### src/rtl/multicycle_controller.sv
// Control FSM for the 64-bit multi-cycle RISC-V datapath; the 4-bit state register is its only storage.
// Optional feature macro ILLEGAL_TRAP_EN: unknown opcodes halt the core instead of executing as a NOP.
module multicycle_controller (
    input  logic        clk,
    input  logic        rst,
    input  logic [31:0] inst,
    input  logic        zero,
    output logic        pcen,
    output logic        IorD,
    output logic        MemRead,
    output logic        MemWrite,
    output logic        IRWrite,
    output logic [1:0]  MemtoReg,
    output logic        RegWrite,
    output logic        ALUSrcA,
    output logic [1:0]  ALUSrcB,
    output logic        PCSrc,
    output logic        sw,
    output logic [3:0]  alu_ctrl,
    output logic        halted
);
    typedef enum logic [3:0] {
        FETCH, DECODE, EXEC_R, EXEC_I, ALU_WB, MEM_ADR, MEM_RD, MEM_WB,
        MEM_WR, BRANCH, PC_INC, JALR_ADR, JUMP, LINK_WB, HALT
    } state_t;

    localparam logic [6:0] OP_R     = 7'b0110011;
    localparam logic [6:0] OP_I     = 7'b0010011;
    localparam logic [6:0] OP_LOAD  = 7'b0000011;
    localparam logic [6:0] OP_STORE = 7'b0100011;
    localparam logic [6:0] OP_BR    = 7'b1100011;
    localparam logic [6:0] OP_JAL   = 7'b1101111;
    localparam logic [6:0] OP_JALR  = 7'b1100111;

    localparam logic [3:0] ALU_AND = 4'b0000;
    localparam logic [3:0] ALU_OR  = 4'b0001;
    localparam logic [3:0] ALU_ADD = 4'b0010;
    localparam logic [3:0] ALU_XOR = 4'b0011;
    localparam logic [3:0] ALU_SUB = 4'b0110;
    localparam logic [3:0] ALU_SLT = 4'b0111;

    state_t     state;
    logic [6:0] opcode;
    logic [2:0] funct3;
    logic       funct7_5;
    logic       br_taken;
    logic       unused_inst;

    assign opcode      = inst[6:0];
    assign funct3      = inst[14:12];
    assign funct7_5    = inst[30];
    assign unused_inst = &{1'b0, inst[31], inst[29:15], inst[11:7]};

    function automatic logic [3:0] alu_decode(input logic [2:0] f3, input logic sub_en);
        case (f3)
            3'b000:  alu_decode = sub_en ? ALU_SUB : ALU_ADD;
            3'b111:  alu_decode = ALU_AND;
            3'b110:  alu_decode = ALU_OR;
            3'b100:  alu_decode = ALU_XOR;
            3'b010:  alu_decode = ALU_SLT;
            default: alu_decode = ALU_ADD;
        endcase
    endfunction

    // Only beq and bne are supported; other branch encodings fall through.
    assign br_taken = ((funct3 == 3'b000) && zero) || ((funct3 == 3'b001) && !zero);

    always_ff @(posedge clk or posedge rst) begin
        if (rst) begin
            state <= FETCH;
        end else begin
            case (state)
                FETCH:  state <= DECODE;
                DECODE: begin
                    case (opcode)
                        OP_R:              state <= EXEC_R;
                        OP_I:              state <= EXEC_I;
                        OP_LOAD, OP_STORE: state <= MEM_ADR;
                        OP_BR:             state <= BRANCH;
                        OP_JAL:            state <= JUMP;
                        OP_JALR:           state <= JALR_ADR;
`ifdef ILLEGAL_TRAP_EN
                        default:           state <= HALT;
`else
                        default:           state <= PC_INC;
`endif
                    endcase
                end
                EXEC_R, EXEC_I: state <= ALU_WB;
                MEM_ADR:  state <= (opcode == OP_LOAD) ? MEM_RD : MEM_WR;
                MEM_RD:   state <= MEM_WB;
                BRANCH:   state <= br_taken ? FETCH : PC_INC;
                JALR_ADR: state <= JUMP;
                JUMP:     state <= LINK_WB;
                HALT:     state <= HALT;
                default:  state <= FETCH;
            endcase
        end
    end

    always_comb begin
        pcen     = 1'b0;
        IorD     = 1'b0;
        MemRead  = 1'b0;
        MemWrite = 1'b0;
        IRWrite  = 1'b0;
        MemtoReg = 2'd0;
        RegWrite = 1'b0;
        ALUSrcA  = 1'b0;
        ALUSrcB  = 2'd0;
        PCSrc    = 1'b0;
        sw       = 1'b0;
        alu_ctrl = ALU_ADD;
        case (state)
            FETCH: begin
                MemRead = 1'b1;
                IRWrite = 1'b1;
            end
            DECODE: ALUSrcB = 2'd2;
            EXEC_R: begin
                ALUSrcA  = 1'b1;
                alu_ctrl = alu_decode(funct3, funct7_5);
            end
            EXEC_I: begin
                ALUSrcA  = 1'b1;
                ALUSrcB  = 2'd2;
                alu_ctrl = alu_decode(funct3, 1'b0);
            end
            ALU_WB: begin
                RegWrite = 1'b1;
                ALUSrcB  = 2'd1;
                pcen     = 1'b1;
            end
            MEM_ADR, JALR_ADR: begin
                ALUSrcA = 1'b1;
                ALUSrcB = 2'd2;
            end
            // Recompute A+imm so ALU_Out keeps holding the load address.
            MEM_RD: begin
                IorD    = 1'b1;
                MemRead = 1'b1;
                ALUSrcA = 1'b1;
                ALUSrcB = 2'd2;
            end
            MEM_WB: begin
                RegWrite = 1'b1;
                MemtoReg = (funct3 == 3'b010) ? 2'd3 : 2'd1;
                ALUSrcB  = 2'd1;
                pcen     = 1'b1;
            end
            MEM_WR: begin
                IorD     = 1'b1;
                MemWrite = 1'b1;
                sw       = (funct3 == 3'b010);
                ALUSrcB  = 2'd1;
                pcen     = 1'b1;
            end
            BRANCH: begin
                ALUSrcA  = 1'b1;
                alu_ctrl = ALU_SUB;
                pcen     = br_taken;
                PCSrc    = br_taken;
            end
            PC_INC: begin
                ALUSrcB = 2'd1;
                pcen    = 1'b1;
            end
            // PC takes the target latched in ALU_Out while the ALU forms the link value PC+4.
            JUMP: begin
                PCSrc   = 1'b1;
                pcen    = 1'b1;
                ALUSrcB = 2'd1;
            end
            LINK_WB: RegWrite = 1'b1;
            default: ;
        endcase
    end

`ifdef ILLEGAL_TRAP_EN
    assign halted = (state == HALT);
`else
    assign halted = 1'b0;
`endif
endmodule

### config.mk
export PLATFORM = sky130hd
export DESIGN_NAME = multicycle_controller
export DESIGN_NICKNAME = d
export VERILOG_FILES = /design/src/rtl/multicycle_controller.sv
export SDC_FILE = /design/constraint.sdc
export NUM_CORES = 1
export LEC_CHECK = 0
export CAP_MARGIN = 20
export CORE_ASPECT_RATIO = 1.2
export CORE_MARGIN = 2
export CORE_UTILIZATION = 30
export DETAILED_ROUTE_END_ITERATION = 12
export MAX_ROUTING_LAYER = met4
export PLACE_DENSITY = 0.9
export SYNTH_ARGS = -nofsm -noshare
export SYNTH_HDL_FRONTEND = slang
export SYNTH_SLANG_ARGS = --single-unit
### constraint.sdc
create_clock -name clk -period 1.6 [get_ports clk]
set_clock_uncertainty 0.1 [all_clocks]
set_input_delay 0.16 -clock clk [delete_from_list [all_inputs] [get_ports clk]]
set_output_delay 0.16 -clock clk [all_outputs]
set_load 0.01 [all_outputs]
==> flow_summary.toml <==
[cts]
cts_sinks = 4
worst_skew_pair.late_latency_ps = 270
cts_buffers = 3
cts_buffer_depth = 2
root_buffer = "clkbuf_4"
cts_tree = "yes"
h-tree-depth = 1
cts.reportedPaths.clkPinSlew_ps = 60

[synth]
yosys.cell_count.top_type = "nor2_1"
synth-edff-count = 0
syn_inst = 90
seq_area_frac_synth = 0.172
synth-main-ff-cell = "dfrtp_1"
synth_top_area_share = 0.172
synth_fa_ha_area_frac = 0
synth.area.mux_share = 0.0193
synth_area_um2 = 583
syn-mean-instance-area_um2 = 6.48
synthTopCellsByCount = "nor2_1 (12), nor2b_1 (9), a21oi_1 (8), nand2_1 (6)"
yosysWarnings = 0
yosys.area_share.simple = 0.393
synth_area_leaders = "dfrtp_1 (17%), nor2b_1 (9.7%), nor2_1 (7.7%), a21oi_1 (6.9%), nand4_1 (5.4%)"
synth.largest_area_cell = "dfrtp_1"
synth_compound_area_frac = 0.285
synthArstFlopShare = 1.00
synth_top_family_by_area = "simple AND/OR/NAND/NOR gates"
synth_xor_area_frac = 0.0300
ys_seq_elements = 4
netlist-cell-type-count = 32

[power]
powerDensity_nw_per_um2 = 1770
ir_worst_vdd_v = 0.000834
p_int_mw = 1.43
seqPwrFrac = 0.094
p_switching_mw = 1.07
p_clk_frac = 0.061
leakage_nw = 0.666
p_sw_frac = 0.428
power_mw = 2.50
share_comb_of_total_power = 0.845

[floorplan]
io_pins = 53
die_area_um2 = 2310
die_w_um = 44.2
core_region_area_um2 = 1830
die_y_um = 52.3
num_rows = 17
initial_core_util = 0.319

[critical_path]
max_stage_delay_ps = 420
cp-end-kind = "output port"
required_ps = 1340
worstPathCellList = "buf_6, buf_6, nor2b_4, o211ai_1, a21oi_1, buf_2"
crit_slowest_cell = "dfrtp_2"
worst-path-max-fanout = 5
cp-start-kind = "register"
arrival_ps = 1510
critPathKind = "reg2out"
cp_common_cell = "buf_6"

[final_layout]
fin_nets = 202
area_delta_synth_final_pct = 141
antenna_cells = 0
drive_above_1_share = 0.564
regMostFlops = "state"
largest_reg_flops = 4
reg_top3 = "state: 4 flops"
final_area_um2 = 1410

[sta]
finalHoldViolCount = 0
fin_crit_sh = 1.11
timing.fmax_mhz = 564
finalCriticalPeriod_ps = 1770
rsz0062_at_grt = "true"
setup_viol_count_final = 11
slew_violations = 0
setup_slack_ps = -173

[job]
cap_violations = 0

[drt]
drc = 0
vias_per_cell = 5.64
drt_iter0_drc = 47
final_antenna_net_count = 0
wirelength_mm = 2.93
wire_per_inst_um = 15.9
vias = 1038
drtPass1Iterations = 4

[status]
status = "finished with violations"
failed_checks = "negative setup slack"

[grt]
grt_max_degree = 8
antenna_found_initial = 0
grt_overflow = 0
grt_pass1_wl_mm = 4.36
grt_pass1_vias = 934
grtUsageTotal = 0.267

[hold_path]
hold_path.class = "in2reg"

[placed_design]
numPortBuffers = 29
place_ws_ps = -432
place_hpwl_mm = 1.62
detailed_place.area_um2 = 1040
gp_congestion = 0.883
## through the flow
step	setup TNS [ps]	hold slack (ps)	instances	util
finish	-1050	523	184	0.769
global route	-1710	562	184	0.769
CTS	-584	533	179	0.708
detailed placement	-3830	261	155	0.569
global placement	-3480	254	155	0.569
floorplan	0	-174	91	-
## per-layer routing
layer	share of wire	track usage	vias to the layer above	wire (µm)
li1	-	-	479	-
met1	0.40	0.322	504	1170
met2	0.53	0.444	47	1550
met3	0.049	0.0414	8	144
met4	0.021	0.101	0	62
met5	0	-	-	0
## worst paths after layout
check,startpoint,endpoint,slack [ps],cells after the start
worst min-delay path,inst[0],state[3],520,4
worst min register to register,state[2],state[3],690,4
min in group asynchronous,rst,state[1],560,3
worst max register to register,state[1],state[2],110,7
max in group asynchronous,rst,state[2],640,3
worst max-delay path,state[1],alu_ctrl[2],-170,6
## cell type report
type / count / area (µm²)
tap: 19 / 23.8
sequential: 4 / 104
timing repair buffer: 80 / 682
fill: 119 / 422
inverter: 2 / 7.51
multi-input combinational: 76 / 568
clock buffer: 3 / 22.5
## placed cells by master, fill, tap and decap left out, types with 2 or more instances in the layout
| cell type | instances |
|---|---|
| nor2b_4 | 4 |
| o21ai_1 | 4 |
| nand4_1 | 5 |
| a31oi_1 | 2 |
| buf_6 | 17 |
| nor2b_2 | 2 |
| conb_1 | 2 |
| nor3_1 | 2 |
| buf_2 | 14 |
| o22ai_1 | 2 |
| nand2_1 | 5 |
| clkbuf_4 | 3 |
| nor2_1 | 9 |
| clkdlybuf4s50_1 | 13 |
| a21oi_1 | 5 |
| a21oi_2 | 3 |
| o21ai_0 | 2 |
| inv_1 | 2 |
| nor2b_1 | 3 |
| and3_1 | 2 |
| dfrtp_2 | 3 |
| nand2b_4 | 2 |
| o211ai_1 | 2 |
| nor2_4 | 2 |
| buf_4 | 32 |
## repair_timing
| item | 4_1_cts | 5_1_grt |
|---|---|---|
| hold buffers | 1 | 0 |
| setup endpoints to repair | 16 | 16 |
| pin swaps | 10 | 11 |
| setup buffers | 21 | 7 |
| resized for setup | 97 | 19 |
| endpoints found under the hold margin | 3 | 0 |
## power by group through the flow
stage | combinational (mW) | sequential [mW] | clock, mW
2_1_floorplan | 0.653 | 0.174 | 0
4_1_cts | 1.75 | 0.228 | 0.144
5_1_grt | 2.24 | 0.236 | 0.162
6_report | 2.11 | 0.236 | 0.153
3_5_place_dp | 1.31 | 0.211 | 0
3_3_place_gp | 1.28 | 0.208 | 0
## critical path: cells and delay by family (launching register included)
kind	cells	cell delay, ps
buffers and inverters	3	400
flip-flops	1	420
AO/OA/AOI/OAI	2	270
AND/OR/NAND/NOR	1	150
## cell families (layout without fill, tap and decap cells)
logic type / after synthesis / in the layout
xor gates and xnor gates: 2 / 2
and+or+nand+nor: 44 / 44
muxes: 1 / 1
AOI/OAI and AO/OA: 27 / 27
DFF: 4 / 4
other: 1 / 2
buffers and inverters: 11 / 85
(Power assumes the default switching activity.)
